File: config.mk
export PLATFORM = sky130hd
export DESIGN_NAME = ycbcr_to_rgb565
export DESIGN_NICKNAME = d
export VERILOG_FILES = /design/src/rtl/ycbcr_to_rgb565.sv
export SDC_FILE = /design/constraint.sdc
export NUM_CORES = 1
export LEC_CHECK = 0
export ABC_AREA = 1
export BUFFER_PORTS_ARGS = -buffer_cell sky130_fd_sc_hd__buf_2
export CORE_MARGIN = 2
export CORE_UTILIZATION = 55
export DETAILED_ROUTE_END_ITERATION = 12
export HOLD_SLACK_MARGIN = 0.02
export MAX_ROUTING_LAYER = met4
export PLACE_DENSITY = 0.73
export SYNTH_ARGS = -nofsm -noshare
export SYNTH_HDL_FRONTEND = slang
export SYNTH_SLANG_ARGS = --single-unit
File: constraint.sdc
create_clock -name clk -period 7.21 [get_ports clk]
set_input_delay 1.0815 -clock clk [delete_from_list [all_inputs] [get_ports clk]]
set_output_delay 1.0815 -clock clk [all_outputs]
set_load 0.005 [all_outputs]
File: src/rtl/ycbcr_to_rgb565.sv
// ycbcr_to_rgb565: BT.601 studio-range YCbCr to packed RGB565, 3-stage pipeline with valid/ready backpressure
module ycbcr_to_rgb565 #(
    parameter int USER_W = 2
) (
    input  logic              clk,
    input  logic              rst_n,
    input  logic [7:0]        y_in,
    input  logic [7:0]        cb_in,
    input  logic [7:0]        cr_in,
    input  logic [USER_W-1:0] user_in,
    input  logic              valid_in,
    output logic              ready_in,
    output logic [15:0]       rgb565_out,
    output logic [USER_W-1:0] user_out,
    output logic              valid_out,
    input  logic              ready_out
);
    logic                     en;
    logic [7:0]               y_c, cb_c, cr_c;
    logic                     v1, v2;
    logic [USER_W-1:0]        u1, u2;
    logic signed [9:0]        y1, cb1, cr1;
    logic signed [19:0]       rt, gt, bt;

    function automatic logic [7:0] sat(input logic signed [19:0] x);
        return x < 20'sd0 ? 8'd0 : x > 20'sd65535 ? 8'd255 : 8'(x >>> 8);
    endfunction

    assign en       = !valid_out || ready_out;
    assign ready_in = en;

    // saturate inputs to the legal studio range before offset removal
    always_comb begin
        y_c  = y_in  < 8'd16 ? 8'd16 : y_in  > 8'd235 ? 8'd235 : y_in;
        cb_c = cb_in < 8'd16 ? 8'd16 : cb_in > 8'd240 ? 8'd240 : cb_in;
        cr_c = cr_in < 8'd16 ? 8'd16 : cr_in > 8'd240 ? 8'd240 : cr_in;
    end

    // stage 1: remove luma/chroma offsets
    always_ff @(posedge clk) begin
        if (!rst_n) begin
            v1  <= 1'b0;
            u1  <= '0;
            y1  <= '0;
            cb1 <= '0;
            cr1 <= '0;
        end else if (en) begin
            v1  <= valid_in;
            u1  <= user_in;
            y1  <= 10'(y_c) - 10'd16;
            cb1 <= 10'(cb_c) - 10'd128;
            cr1 <= 10'(cr_c) - 10'd128;
        end
    end

    // stage 2: 8.8 fixed-point matrix multiply with rounding bias
    always_ff @(posedge clk) begin
        if (!rst_n) begin
            v2 <= 1'b0;
            u2 <= '0;
            rt <= '0;
            gt <= '0;
            bt <= '0;
        end else if (en) begin
            v2 <= v1;
            u2 <= u1;
            rt <= 20'sd298 * 20'(y1) + 20'sd409 * 20'(cr1) + 20'sd128;
            gt <= 20'sd298 * 20'(y1) - 20'sd100 * 20'(cb1) - 20'sd208 * 20'(cr1) + 20'sd128;
            bt <= 20'sd298 * 20'(y1) + 20'sd516 * 20'(cb1) + 20'sd128;
        end
    end

    // stage 3: scale, clip to 0..255 and pack to 5:6:5
    always_ff @(posedge clk) begin
        if (!rst_n) begin
            valid_out  <= 1'b0;
            user_out   <= '0;
            rgb565_out <= '0;
        end else if (en) begin
            valid_out  <= v2;
            user_out   <= u2;
            rgb565_out <= {5'(sat(rt) >> 3), 6'(sat(gt) >> 2), 5'(sat(bt) >> 3)};
        end
    end
endmodule

==> qor.yml, run 1 <==
status: "complete, no violations"
final_cells: 1710
cts_buffers: 9
synth_seq_cells: 78
tns_ns: 0
async_flop_share_pct: 0
port_buffers: 49
pwr-share-clk_pct: 11.3
seqPwrFrac_pct: 13.6
synthesis.area_per_instance_um2: 7.692
hp-class: "flip-flop to flip-flop"
skew_ns: 0.008490
fin_nets: 1782
power.total_mw: 4.423
die_area_um2: 20720
route.antenna.remaining_nets: 0
synth_top_family_by_area: "adder cells"
start_util_pct: 55.70
clockRootBuffer: "clkbuf_16"
cp_max_fo: 5
drv_cap: 0
fill_cells: 1760
rsz0062_at_grt: "false"
fmax_ghz: 0.1543
dp.final_hpwl_um: 21420
ys.flop_type: "dfxtp_1"
finalMaxSlewViolations: 0
core_um2: 19330
clock_sinks: 78
drt-total-wl_um: 26140
slowest_stage: "fa_1"
gr-usage-all-layers_pct: 27.61
drive_above_1_share_pct: 8.235
hold_violations: 0
die_w_um: 143.9
final_cell_mix: "inv_1, ha_1, nand2_1"
synth_cells: 1400
syn_to_final_growth_pct: 7.645
grt_pass1_vias: 8906
avgRoutedWirePerCell_um: 15.29
synth_cell_type_count: 52
drt_iter0_markers: 425
via_count: 9027
cp_data_arrival_time_ns: 6.77
cp-end-kind: "flip-flop"
critPathKind: "flip-flop to flip-flop"
netlist_area_um2: 10770
num_rows: 51
comb_power_share_pct: 75.1
critical_path.top_delay_family: "adder cells"
insertion_delay_ns: 0.35
via_per_inst: 5.279
worstPathRequired_ns: 7.50
synth-simple-area-share_pct: 16.78
path_buf_inv: 5
tritoncts: "built"
htree_num_levels: 3
slew_headroom_pct: 23.88
switching_power_mw: 2.317
cellPowerDensity_nw_per_um2: 381.6
place_inst: 1695
die_y_um: 143.9
gr-total-overflow: 0
syn-num-nets: 1741
p_int_mw: 2.106
grt_pass1_wl_um: 43750
worst_pin_slew_ns: 1.141
cts_buffer_depth: 2
clkTransAtPathRegs_ns: 0.06
synth_xor_area_share_pct: 2.928
synth_compound_area_share_pct: 13.71
fin_crit_sh_pct: 89.87
final_common_cell: "inv_1"
cts_resized: 0
cp_cell_sequence: "ha_1, ha_1, inv_1, fa_1, inv_1, fa_1, fa_1, ha_1, a21oi_2, nand2_2, a31oi_1, xor2_1, inv_1, fa_1, fa_1, inv_1, ha_1, a21oi_1, o21ai_1, nand3b_1, or2_1, nand3_1, o211ai_1, inv_1"
io-pin-count: 50
fin_crit_ns: 6.479
grt_max_degree: 76
synthMuxAreaShare_pct: 0
place.gp.congestion: 0.9547
synth_edf_count: 0
synth_adder_area_share_pct: 40.87
antenna_found_initial: 0
postCtsHoldBufs: 0
setup_viol: 0
cp_slowest_stage_delay_ns: 0.57
route.detailed.drc: 0
diodes: 0
postCtsSetupBuffers: 0
cp-start-kind: "flip-flop"
dr.pass1.iters: 7
yosys_warnings: 0
p_leak_nw: 6.693
vdd.ir_drop.worst_mv: 0.2908
ys_seq_area_share_pct: 14.50
swShare_pct: 52.39
-- per-stage QoR --
| step | utilization [%] | hold WS [ns] | instance area (µm²) | setup WS [ns] |
|---|---|---|---|---|
| 6_report | 59.96 | 0.4513 | 11590 | 0.7306 |
| 5_1_grt | 59.96 | 0.4811 | 11590 | 0.3200 |
| 4_1_cts | 59.96 | 0.4527 | 11590 | 0.6928 |
| 3_5_place_dp | 58.34 | 0.4470 | 11280 | 0.7268 |
| 3_3_place_gp | 58.34 | 0.4429 | 11280 | 0.8332 |
| 2_1_floorplan | - | 0.4295 | 10770 | 1.516 |
-- power groups by stage --
stage,logic (mW),registers [mW],clock network (mW)
2_1_floorplan,2.53,0.595,0
3_3_place_gp,3.27,0.605,0
3_5_place_dp,3.30,0.607,0
4_1_cts,3.32,0.600,0.506
5_1_grt,3.81,0.611,0.525
6_report,3.32,0.601,0.499
-- metal layers --
metal  vias to the layer above  share of wire (%)  GRT usage, %
met5                         -                  0             -
met4                         0                2.8         8.411
met3                        39                4.3         2.732
met2                       192                 46         44.49
met1                      4177                 47         36.85
li1                       4619                  -             -
-- final cells by class --
class                   count  area, µm²  area share (%)
multi-input cells        1006       8005           69.06
flip-flops and latches     78       1562           13.47
inverters                 291       1092           9.423
well taps                 265      331.6           2.860
repair buffers             55      290.3           2.504
clock buffers               9      225.2           1.943
clock inverters             6      86.33          0.7447
-- kinds of logic after synthesis --
| kind of cell | after synthesis |
|---|---|
| xor gates and xnor gates | 36 |
| buffers and inverters | 316 |
| adders and majority gates | 311 |
| and+or+nand+nor | 405 |
| AOI/OAI and AO/OA | 254 |
| DFF | 78 |
-- cell usage after synthesis, types with 9 or more instances --
master	number	area, µm²
nor2_1	79	296.5
o21bai_1	15	112.6
nor3_1	11	55.05
clkbuf_1	12	45.04
nand2_1	207	777.0
ha_1	243	3040
o21ai_0	75	375.4
dfxtp_1	78	1562
nand4_1	9	56.30
buf_2	11	55.05
nand3_1	51	255.2
a21o_1	10	75.07
a21oi_1	110	550.5
nand2_2	12	75.07
fa_1	68	1361
xor2_1	21	183.9
xnor2_1	15	131.4
inv_1	287	1077
-- worst register-to-register path: stages (launching register included) --
cell      delay [ns]
dfxtp_1         0.41
ha_1            0.28
ha_1            0.28
inv_1           0.05
fa_1            0.48
inv_1           0.06
fa_1            0.45
fa_1            0.46
ha_1            0.39
a21oi_2         0.17
nand2_2         0.11
a31oi_1         0.18
xor2_1          0.38
inv_1           0.22
fa_1            0.57
fa_1            0.55
inv_1           0.05
ha_1            0.35
a21oi_1         0.20
o21ai_1         0.12
nand3b_1        0.19
or2_1           0.22
nand3_1         0.06
o211ai_1        0.09
inv_1           0.09
-- registers in the layout, summed over array words and instances (netlist names) --
| signal | count |
|---|---|
| y1 | 9 |
| cr1 | 8 |
| u2 | 2 |
| rgb565_out | 16 |
| u1 | 2 |
| v1 | 1 |
| rt | 9 |
| user_out | 2 |
| v2 | 1 |
| cb1 | 8 |
| bt | 9 |
| valid_out | 1 |
| gt | 10 |
-- final timing paths --
path	startpoint	end	slack, ns	depth (start not counted)
setup / recovery	y1[3]	rt[13]	0.73	24
hold / removal	v2	valid_out	0.45	2
setup reg to reg	y1[3]	rt[13]	0.73	24
hold reg to reg	v2	valid_out	0.45	2
Note: power is estimated with default switching activity, not from simulation.
==> run 2, diff against run 1 <==
--- a/config.mk
+++ b/config.mk
@@ -10,7 +10,6 @@
 export CORE_MARGIN = 2
 export CORE_UTILIZATION = 55
 export DETAILED_ROUTE_END_ITERATION = 12
-export HOLD_SLACK_MARGIN = 0.02
 export MAX_ROUTING_LAYER = met4
 export PLACE_DENSITY = 0.73
 export SYNTH_ARGS = -nofsm -noshare
==> constraint.sdc (replaced) <==
create_clock -name clk -period 7.7 [get_ports clk]
set_input_delay 1.155 -clock clk [delete_from_list [all_inputs] [get_ports clk]]
set_output_delay 1.155 -clock clk [all_outputs]
set_load 0.005 [all_outputs]
==> qor.yml, run 2 (synthesis results as in run 1) <==
final_cells: 1706
gr-total-overflow: 0
final_util_pct: 59.72
postLayoutCellArea_um2: 11550
finalMaxSlewViolations: 0
grt_max_degree: 76
vdd.ir_drop.worst_mv: 0.2545
io-pin-count: 50
fin_crit_sh_pct: 85.04
regMostFlops: "rgb565_out"
drt-total-wl_um: 25970
cp_data_arrival_time_ns: 6.84
hp-class: "flip-flop to flip-flop"
seqPwrFrac_pct: 13.7
postCtsHoldBufs: 0
worstPathRequired_ns: 8.00
postCtsSetupBuffers: 0
final_cell_mix: "inv_1, ha_1, nand2_1"
place.gp.congestion: 0.9440
start_util_pct: 55.70
num_rows: 51
route.detailed.drc: 0
comb_power_share_pct: 75.7
slew_headroom_pct: 28.45
cellPowerDensity_nw_per_um2: 356.2
die_y_um: 143.9
grt_pass1_vias: 8895
status: "complete, no violations"
diodes: 0
switching_power_mw: 2.174
avgRoutedWirePerCell_um: 15.22
port_buffers: 49
swShare_pct: 52.86
core_um2: 19330
clkTransAtPathRegs_ns: 0.06
grt_pass1_wl_um: 43550
pwr-share-clk_pct: 10.6
die_w_um: 143.9
final_common_cell: "inv_1"
critPathKind: "flip-flop to flip-flop"
tns_ns: 0
syn_to_final_growth_pct: 7.215
place_inst: 1692
cts_buffers: 9
hold_violations: 0
cp-end-kind: "flip-flop"
die_area_um2: 20720
cp-start-kind: "flip-flop"
dp.final_hpwl_um: 21290
antenna_found_initial: 0
worst_pin_slew_ns: 1.072
tritoncts: "built"
fmax_ghz: 0.1527
clockRootBuffer: "clkbuf_16"
dr.pass1.iters: 5
fin_crit_ns: 6.548
fin_nets: 1779
cts_buffer_depth: 2
gr-usage-all-layers_pct: 27.45
reg_top3: "rgb565_out: 16 flops, gt: 10 flops"
skew_ns: 0.009690
largest_reg_flops: 16
drt_iter0_markers: 451
cp_max_fo: 5
insertion_delay_ns: 0.36
clock_sinks: 78
via_per_inst: 5.276
fill_cells: 1759
route.antenna.remaining_nets: 0
drive_above_1_share_pct: 7.981
via_count: 9001
placed_area_um2: 11260
cts_resized: 0
power.total_mw: 4.112
setup_viol: 0
rsz0062_at_grt: "false"
htree_num_levels: 3
p_leak_nw: 6.670
p_int_mw: 1.939
drv_cap: 0
## run 2: changes by cell type in the layout (fill, tap and decap cells not counted), sizes merged
cell	before	now
clkbuf	9	10
inv	292	291
clkinvlp	1	0
clkinv	2	3
buf	55	52
bufinv	2	1
## run 2: per-layer routing
| metal | global-route usage [%] | share of wire, % | vias up |
|---|---|---|---|
| met3 | 3.066 | 4.6 | 56 |
| met4 | 9.804 | 3.1 | 0 |
| met1 | 36.24 | 47 | 4122 |
| li1 | - | - | 4616 |
| met2 | 43.76 | 45 | 207 |
| met5 | - | 0 | - |
## run 2: layout make-up
class                      count  area, µm²  area share, %
multi-input combinational   1006       8005          69.33
sequential                    78       1562          13.52
inverter                     291       1092          9.460
tap                          265      331.6          2.872
timing repair buffer          52      267.8          2.319
clock buffer                  10      239.0          2.070
clock inverter                 4      48.80         0.4226
## run 2: through the flow
| step | hold slack, ns | setup WS, ns |
|---|---|---|
| final | 0.4644 | 1.152 |
| after detailed placement | 0.4540 | 1.107 |
| after floorplan | 0.4295 | 2.006 |
| after CTS | 0.4641 | 1.080 |
| after global placement | 0.4416 | 1.149 |
| after global routing | 0.4859 | 0.7182 |
## run 2: power by group through the flow
stage	logic, mW	registers, mW	clock network (mW)
after global routing	3.55	0.575	0.463
after detailed placement	3.08	0.569	0
final	3.11	0.564	0.437
after global placement	3.05	0.569	0
after floorplan	2.37	0.557	0
after CTS	3.11	0.563	0.448
## run 2: critical path, stage by stage, from the launching register on
cell	delay (ns)
dfxtp_1	0.42
ha_1	0.29
ha_1	0.28
inv_1	0.04
fa_1	0.48
inv_1	0.06
fa_1	0.44
fa_1	0.44
ha_1	0.39
a21oi_2	0.17
nand2_2	0.12
a31oi_1	0.18
xor2_1	0.44
inv_1	0.24
fa_1	0.58
fa_1	0.56
inv_1	0.04
ha_1	0.35
a21oi_1	0.22
o21ai_1	0.12
nand3b_1	0.18
or2_1	0.21
nand3_1	0.07
o211ai_1	0.09
inv_1	0.09
## run 2: final timing paths
| kind | to | cells past startpoint | slack [ns] | startpoint |
|---|---|---|---|---|
| max | rt[13] | 24 | 1.15 | y1[3] |
| max reg2reg | rt[13] | 24 | 1.15 | y1[3] |
| min | v2 | 2 | 0.46 | v2 |
| min reg2reg | v2 | 2 | 0.46 | v2 |
